`config.mk`:
```
export PLATFORM = sky130hd
export DESIGN_NAME = keymem_req_arbiter
export DESIGN_NICKNAME = d
export VERILOG_FILES = /design/src/rtl/keymem_req_arbiter.sv
export SDC_FILE = /design/constraint.sdc
export NUM_CORES = 1
export LEC_CHECK = 0
export BUFFER_PORTS_ARGS = -buffer_cell sky130_fd_sc_hd__buf_2
export CELL_PAD_IN_SITES_DETAIL_PLACEMENT = 2
export CELL_PAD_IN_SITES_GLOBAL_PLACEMENT = 2
export CORE_AREA = 2 2 273 275
export CTS_CLUSTER_DIAMETER = 40
export DETAILED_ROUTE_END_ITERATION = 6
export DIE_AREA = 0 0 275 277
export GPL_TIMING_DRIVEN = 0
export PLACE_DENSITY = 0.65
export SKIP_CTS_REPAIR_TIMING = 1
export SYNTH_ARGS = -nofsm -noshare
export SYNTH_HDL_FRONTEND = slang
export SYNTH_SLANG_ARGS = --single-unit
```
`constraint.sdc`:
```
create_clock -name key_clk -period 11.7 [get_ports key_clk]
set_input_delay 0.585 -clock key_clk [delete_from_list [all_inputs] [get_ports key_clk]]
set_output_delay 0.585 -clock key_clk [all_outputs]
set_load 0.02 [all_outputs]
```
`src/rtl/keymem_req_arbiter.sv`:
```
// Round-robin arbiter sharing one keymem key lookup port among NUM_PATHS
// network paths; one request in flight, with per-request timeout and error pulse.
module keymem_req_arbiter #(
  parameter int NUM_PATHS      = 4,
  parameter int KEY_ID_WIDTH   = 32,
  parameter int KEY_WIDTH      = 256,
  parameter int TIMEOUT_CYCLES = 1024
) (
  input  logic                              key_clk,
  input  logic                              key_aresetn,
  input  logic [NUM_PATHS-1:0]              ch_key_req,
  input  logic [NUM_PATHS*KEY_ID_WIDTH-1:0] ch_key_id,
  output logic [NUM_PATHS-1:0]              ch_key_ack,
  output logic [NUM_PATHS-1:0]              ch_key_err,
  output logic [KEY_WIDTH-1:0]              ch_key,
  output logic                              key_req,
  output logic [KEY_ID_WIDTH-1:0]           key_id,
  input  logic                              key_ack,
  input  logic [KEY_WIDTH-1:0]              key,
  output logic                              busy,
  output logic [15:0]                       timeout_count
);

  // state | meaning
  // IDLE  | waiting for any path request; grant chosen round-robin
  // ISSUE | key_req pulse to keymem, wait counter cleared
  // WAIT  | waiting for key_ack or timeout
  // DONE  | ack or err pulse to the granted path

  localparam int GW = $clog2(NUM_PATHS);
  localparam int CW = $clog2(TIMEOUT_CYCLES);
  localparam logic [CW-1:0] WAIT_LAST = CW'(TIMEOUT_CYCLES - 1);

  typedef enum logic [1:0] {IDLE, ISSUE, WAIT, DONE} state_t;

  state_t                  state_q, state_d;
  logic [GW-1:0]           last_q, last_d;
  logic [KEY_ID_WIDTH-1:0] key_id_q, key_id_d;
  logic [CW-1:0]           cnt_q, cnt_d;
  logic [KEY_WIDTH-1:0]    ch_key_q, ch_key_d;
  logic [NUM_PATHS-1:0]    ack_q, ack_d;
  logic [NUM_PATHS-1:0]    err_q, err_d;
  logic [15:0]             timeout_count_q, timeout_count_d;

  logic [1:0]              rst_sync_q;
  logic                    rst_n;
  logic                    found;
  logic [GW-1:0]           pick;
  logic [GW:0]             cand;
  logic [NUM_PATHS-1:0]    grant_oh;
  logic [KEY_ID_WIDTH-1:0] id_arr [NUM_PATHS];

  // Reset asserts asynchronously and releases on a clock edge.
  always_ff @(posedge key_clk or negedge key_aresetn) begin
    if (!key_aresetn) rst_sync_q <= 2'b00;
    else              rst_sync_q <= {rst_sync_q[0], 1'b1};
  end
  assign rst_n = rst_sync_q[1];

  always_comb begin
    for (int p = 0; p < NUM_PATHS; p++) begin
      id_arr[p] = ch_key_id[p*KEY_ID_WIDTH +: KEY_ID_WIDTH];
    end
  end

  // Scan from last grant + 1 upward; wrap by compare so any NUM_PATHS works.
  always_comb begin
    found = 1'b0;
    pick  = last_q;
    cand  = '0;
    for (int i = 1; i <= NUM_PATHS; i++) begin
      cand = {1'b0, last_q} + (GW+1)'(i);
      if (cand >= (GW+1)'(NUM_PATHS)) cand = cand - (GW+1)'(NUM_PATHS);
      if (!found && ch_key_req[cand[GW-1:0]]) begin
        found = 1'b1;
        pick  = cand[GW-1:0];
      end
    end
  end

  always_comb begin
    grant_oh         = '0;
    grant_oh[last_q] = 1'b1;
  end

  always_comb begin
    state_d         = state_q;
    last_d          = last_q;
    key_id_d        = key_id_q;
    cnt_d           = cnt_q;
    ch_key_d        = ch_key_q;
    ack_d           = '0;
    err_d           = '0;
    timeout_count_d = timeout_count_q;
    case (state_q)
      IDLE: begin
        if (found) begin
          last_d   = pick;
          key_id_d = id_arr[pick];
          state_d  = ISSUE;
        end
      end
      ISSUE: begin
        cnt_d   = '0;
        state_d = WAIT;
      end
      WAIT: begin
        if (key_ack) begin
          ch_key_d = key;
          ack_d    = grant_oh;
          state_d  = DONE;
        end else if (cnt_q == WAIT_LAST) begin
          err_d   = grant_oh;
          state_d = DONE;
          if (timeout_count_q != 16'hFFFF) timeout_count_d = timeout_count_q + 16'd1;
        end else begin
          cnt_d = cnt_q + 1'b1;
        end
      end
      DONE: state_d = IDLE;
      default: state_d = IDLE;
    endcase
  end

  always_ff @(posedge key_clk or negedge rst_n) begin
    if (!rst_n) begin
      state_q         <= IDLE;
      last_q          <= GW'(NUM_PATHS - 1);
      key_id_q        <= '0;
      cnt_q           <= '0;
      ch_key_q        <= '0;
      ack_q           <= '0;
      err_q           <= '0;
      timeout_count_q <= '0;
    end else begin
      state_q         <= state_d;
      last_q          <= last_d;
      key_id_q        <= key_id_d;
      cnt_q           <= cnt_d;
      ch_key_q        <= ch_key_d;
      ack_q           <= ack_d;
      err_q           <= err_d;
      timeout_count_q <= timeout_count_d;
    end
  end

  assign key_req       = (state_q == ISSUE);
  assign busy          = (state_q != IDLE);
  assign key_id        = key_id_q;
  assign ch_key        = ch_key_q;
  assign ch_key_ack    = ack_q;
  assign ch_key_err    = err_q;
  assign timeout_count = timeout_count_q;

endmodule

```
==> results.md <==
* Run status: completed
* # IOs at between 700 and 800
* Unrepaired setup endpoints after global routing: no
* Fin worst setup slack at around 8700 ps
* Detail Route Antenna Nets at 0
* Startpoint types: flip-flop
* Crit-path cells: buf_6 -> inv_1 -> ha_1 -> mux2i_2 -> a211oi_4 -> xnor2_4 -> buf_6 -> mux2i_1 -> o221ai_1
* Slowest CP cell: dfstp_2
* Max incr delay on CP at roughly 550 ps
* Syn-to-layout area delta at 55.06%
* Slew headroom at slightly below 30%
* Commonest cells after routing, fill and taps aside: buf_2, dfrtp_1, mux2_2, clkbuf_16, mux2i_1
* Worst clock skew at around 28 ps
* DRC at 0
* Util after Layout at between 20 and 30%
* Mapped Cells at 925
* Fin Hold WS at roughly 160 ps
* CTS tree: done
* Pre-antenna DRT Iters at 4
* Final hold violations at 0
* Avg Vias per Cell at roughly 4
* Skew-Pair Late Insertion Delay at roughly 600 ps
* Worst setup EP type: flip-flop
* # setup viols final at 0
* CTS max path bufs at 3
* Overall Global Routing Usage at 13.50%
* Post-synthesis cell type count at 44
* Post-DP HPWL at slightly above 40000 um
* Worst slew pin tran at roughly 1100 ps
* Number of global-route vias before repair at ~13000
* First-pass GRT wire length at roughly 80000 um
* Filler Cells Inserted at slightly above 8000
* Routed wire length at 52400 um
* Setup CP Type: flip-flop to flip-flop
* Hold crit path type: flip-flop to async pin
* Post-synth EDFFs at 0
* DRT iter0 DRCs at 207
* Vias at between 10000 and 15000
* Register Area at about 8000 sq um
* Primary FF master, synth: dfrtp_1
* Worst vdd ir at 0.1564 mV
* Multi-input gate area at 4967 sq um
* Antenna violations before repair at 5
* Clk slew on worst S/H paths at about 50 ps
* Crit Reg-Reg Startpoint: last_q[0]
* Placement Setup Slack at around 8500 ps
* Synth warnings at 0
* Worst EP arrival at roughly 3400 ps
* Final Power at just under 7 mW
* Min cycle time layout at 3012 ps
* Synth Register Bits at between 300 and 400
* Avg Inst Size Synth at about 15 sq um
* Top cell by count, worst path: buf_6
* Buffers on Ports at 704
* CTS Sinks at between 300 and 400
* Slew Limit Fails at 0
* Placer congestion estimate at ~0.85
* Num CTS Buffers at roughly 70
* CORE AREA at between 70000 and 80000 sq um
* Share of cells above drive strength 1 at between 60% and 70%
* R2r endpoint: key_id[0]
* Die width at 275 um
* DR WL/cell at 19.12 um
* R2R depth at 9
* Fmax at 332.0 MHz
* H-tree Lvls at 3
* Reg-to-reg slack, setup at between 8000 and 9000 ps
* Final #Nets at roughly 2100
* Largest net degree at the start of global routing at 70
* Pwr dens at between 300 and 400 nW/um^2
* Final worst path period share at roughly a quarter
* Max-Cap Viols at 0
* Die H at between 200 and 300 um
* Commonest non-fill, non-tap cell in the layout: buf_2
* Root buf cell: clkbuf_16
* Fraction of registers with async set/reset at 100.0%
* GRT overflow at 0
* Starting density of the core at between 15 and 20%
* Die area at 76180 sq um
* Syn Nets at roughly 1300
* Post-synthesis sequential area ratio at between 60% and 70%
* Critical-path maximum fanout at 10
* Req. time, crit path at ~12000 ps
* FP Rows at 100
* Post-synthesis cell area at between 10000 and 15000 sq um
* Static leakage at between 10 and 15 nW
## cell type report
cell class	count	area share [%]
repair buffers	710	17.61
clock inverters	48	2.701
diodes	4	0.04802
clock buffers	85	9.315
well taps	969	5.816
plain buffers	46	1.080
flip-flops and latches	328	39.40
multi-input cells	540	23.83
inverters	11	0.1981
## metrics by stage
step	std cells	instance area, sq um	setup TNS, ps
2_1_floorplan	925	13440	0
3_3_place_gp	2598	18180	-717240
3_5_place_dp	2603	18320	0
4_1_cts	2736	20830	0
5_1_grt	2741	20850	0
6_report	2741	20850	0
## critical path: cells and delay by family, from the launching register on
| family | cells | cell delay [ps] |
|---|---|---|
| buffers and inverters | 3 | 550 |
| DFF | 1 | 550 |
| AOI/OAI and AO/OA | 2 | 310 |
| adders and majority gates | 1 | 390 |
| xor gates and xnor gates | 1 | 440 |
| muxes | 2 | 600 |
## synth_stat cells, types with 10 or more instances
master,instances,area (sq um)
nand3_1,14,70.07
ha_1,10,125.1
clkbuf_1,39,146.4
xnor2_1,15,131.4
mux2i_1,65,650.6
o221ai_1,32,280.3
nor2_1,19,71.32
mux2_2,258,2905
and3_1,10,62.56
nand2_1,56,210.2
inv_1,11,41.29
nor3_1,10,50.05
dfrtp_1,326,8158
## registers in the layout, indices dropped and copies added (netlist names)
signal,count
timeout_count,16
ch_key_err,4
last_q,2
rst_sync_q,2
state_q,2
ch_key,256
key_id,32
ch_key_ack,4
cnt_q,10
## logic make-up (layout without fill, tap and decap cells)
group,Yosys count,count (layout),share of synthesized area (%)
DFF,328,328,61.07
muxes,326,326,26.80
and+or+nand+nor,125,125,4.244
AOI/OAI and AO/OA,58,58,3.499
buffers and inverters,57,900,1.982
xor gates and xnor gates,20,20,1.443
adders and majority gates,10,10,0.9307
other,1,5,0.02789
## how the worst max path moves through the flow
stage | startpoint | to | slack, ps | depth (start not counted)
3_3_place_gp | rst_sync_q[1] | key_id[11] | -2270 | 0
4_1_cts | state_q[0] | ch_key[18] | 8510 | 6
6_report | last_q[0] | key_id[0] | 8690 | 9
5_1_grt | last_q[0] | key_id[0] | 8470 | 9
2_1_floorplan | rst_sync_q[1] | ch_key[0] | 1890 | 0
3_5_place_dp | state_q[0] | ch_key[16] | 8500 | 6
## power by group
part / leakage (nW) / switching (mW) / total [mW] / internal (mW)
sequential: 3.96 / 0.288 / 1.96 / 1.67
combinational: 5.07 / 1.67 / 2.84 / 1.17
clock: 1.22 / 0.705 / 2.08 / 1.38
## layer usage
layer | track usage (%) | part of all wire, %
met5 | 0 | 0
met1 | 13.84 | 35
met3 | 4.301 | 7.7
met4 | 4.629 | 2.5
met2 | 25.41 | 54
(Power assumes the default switching activity.)
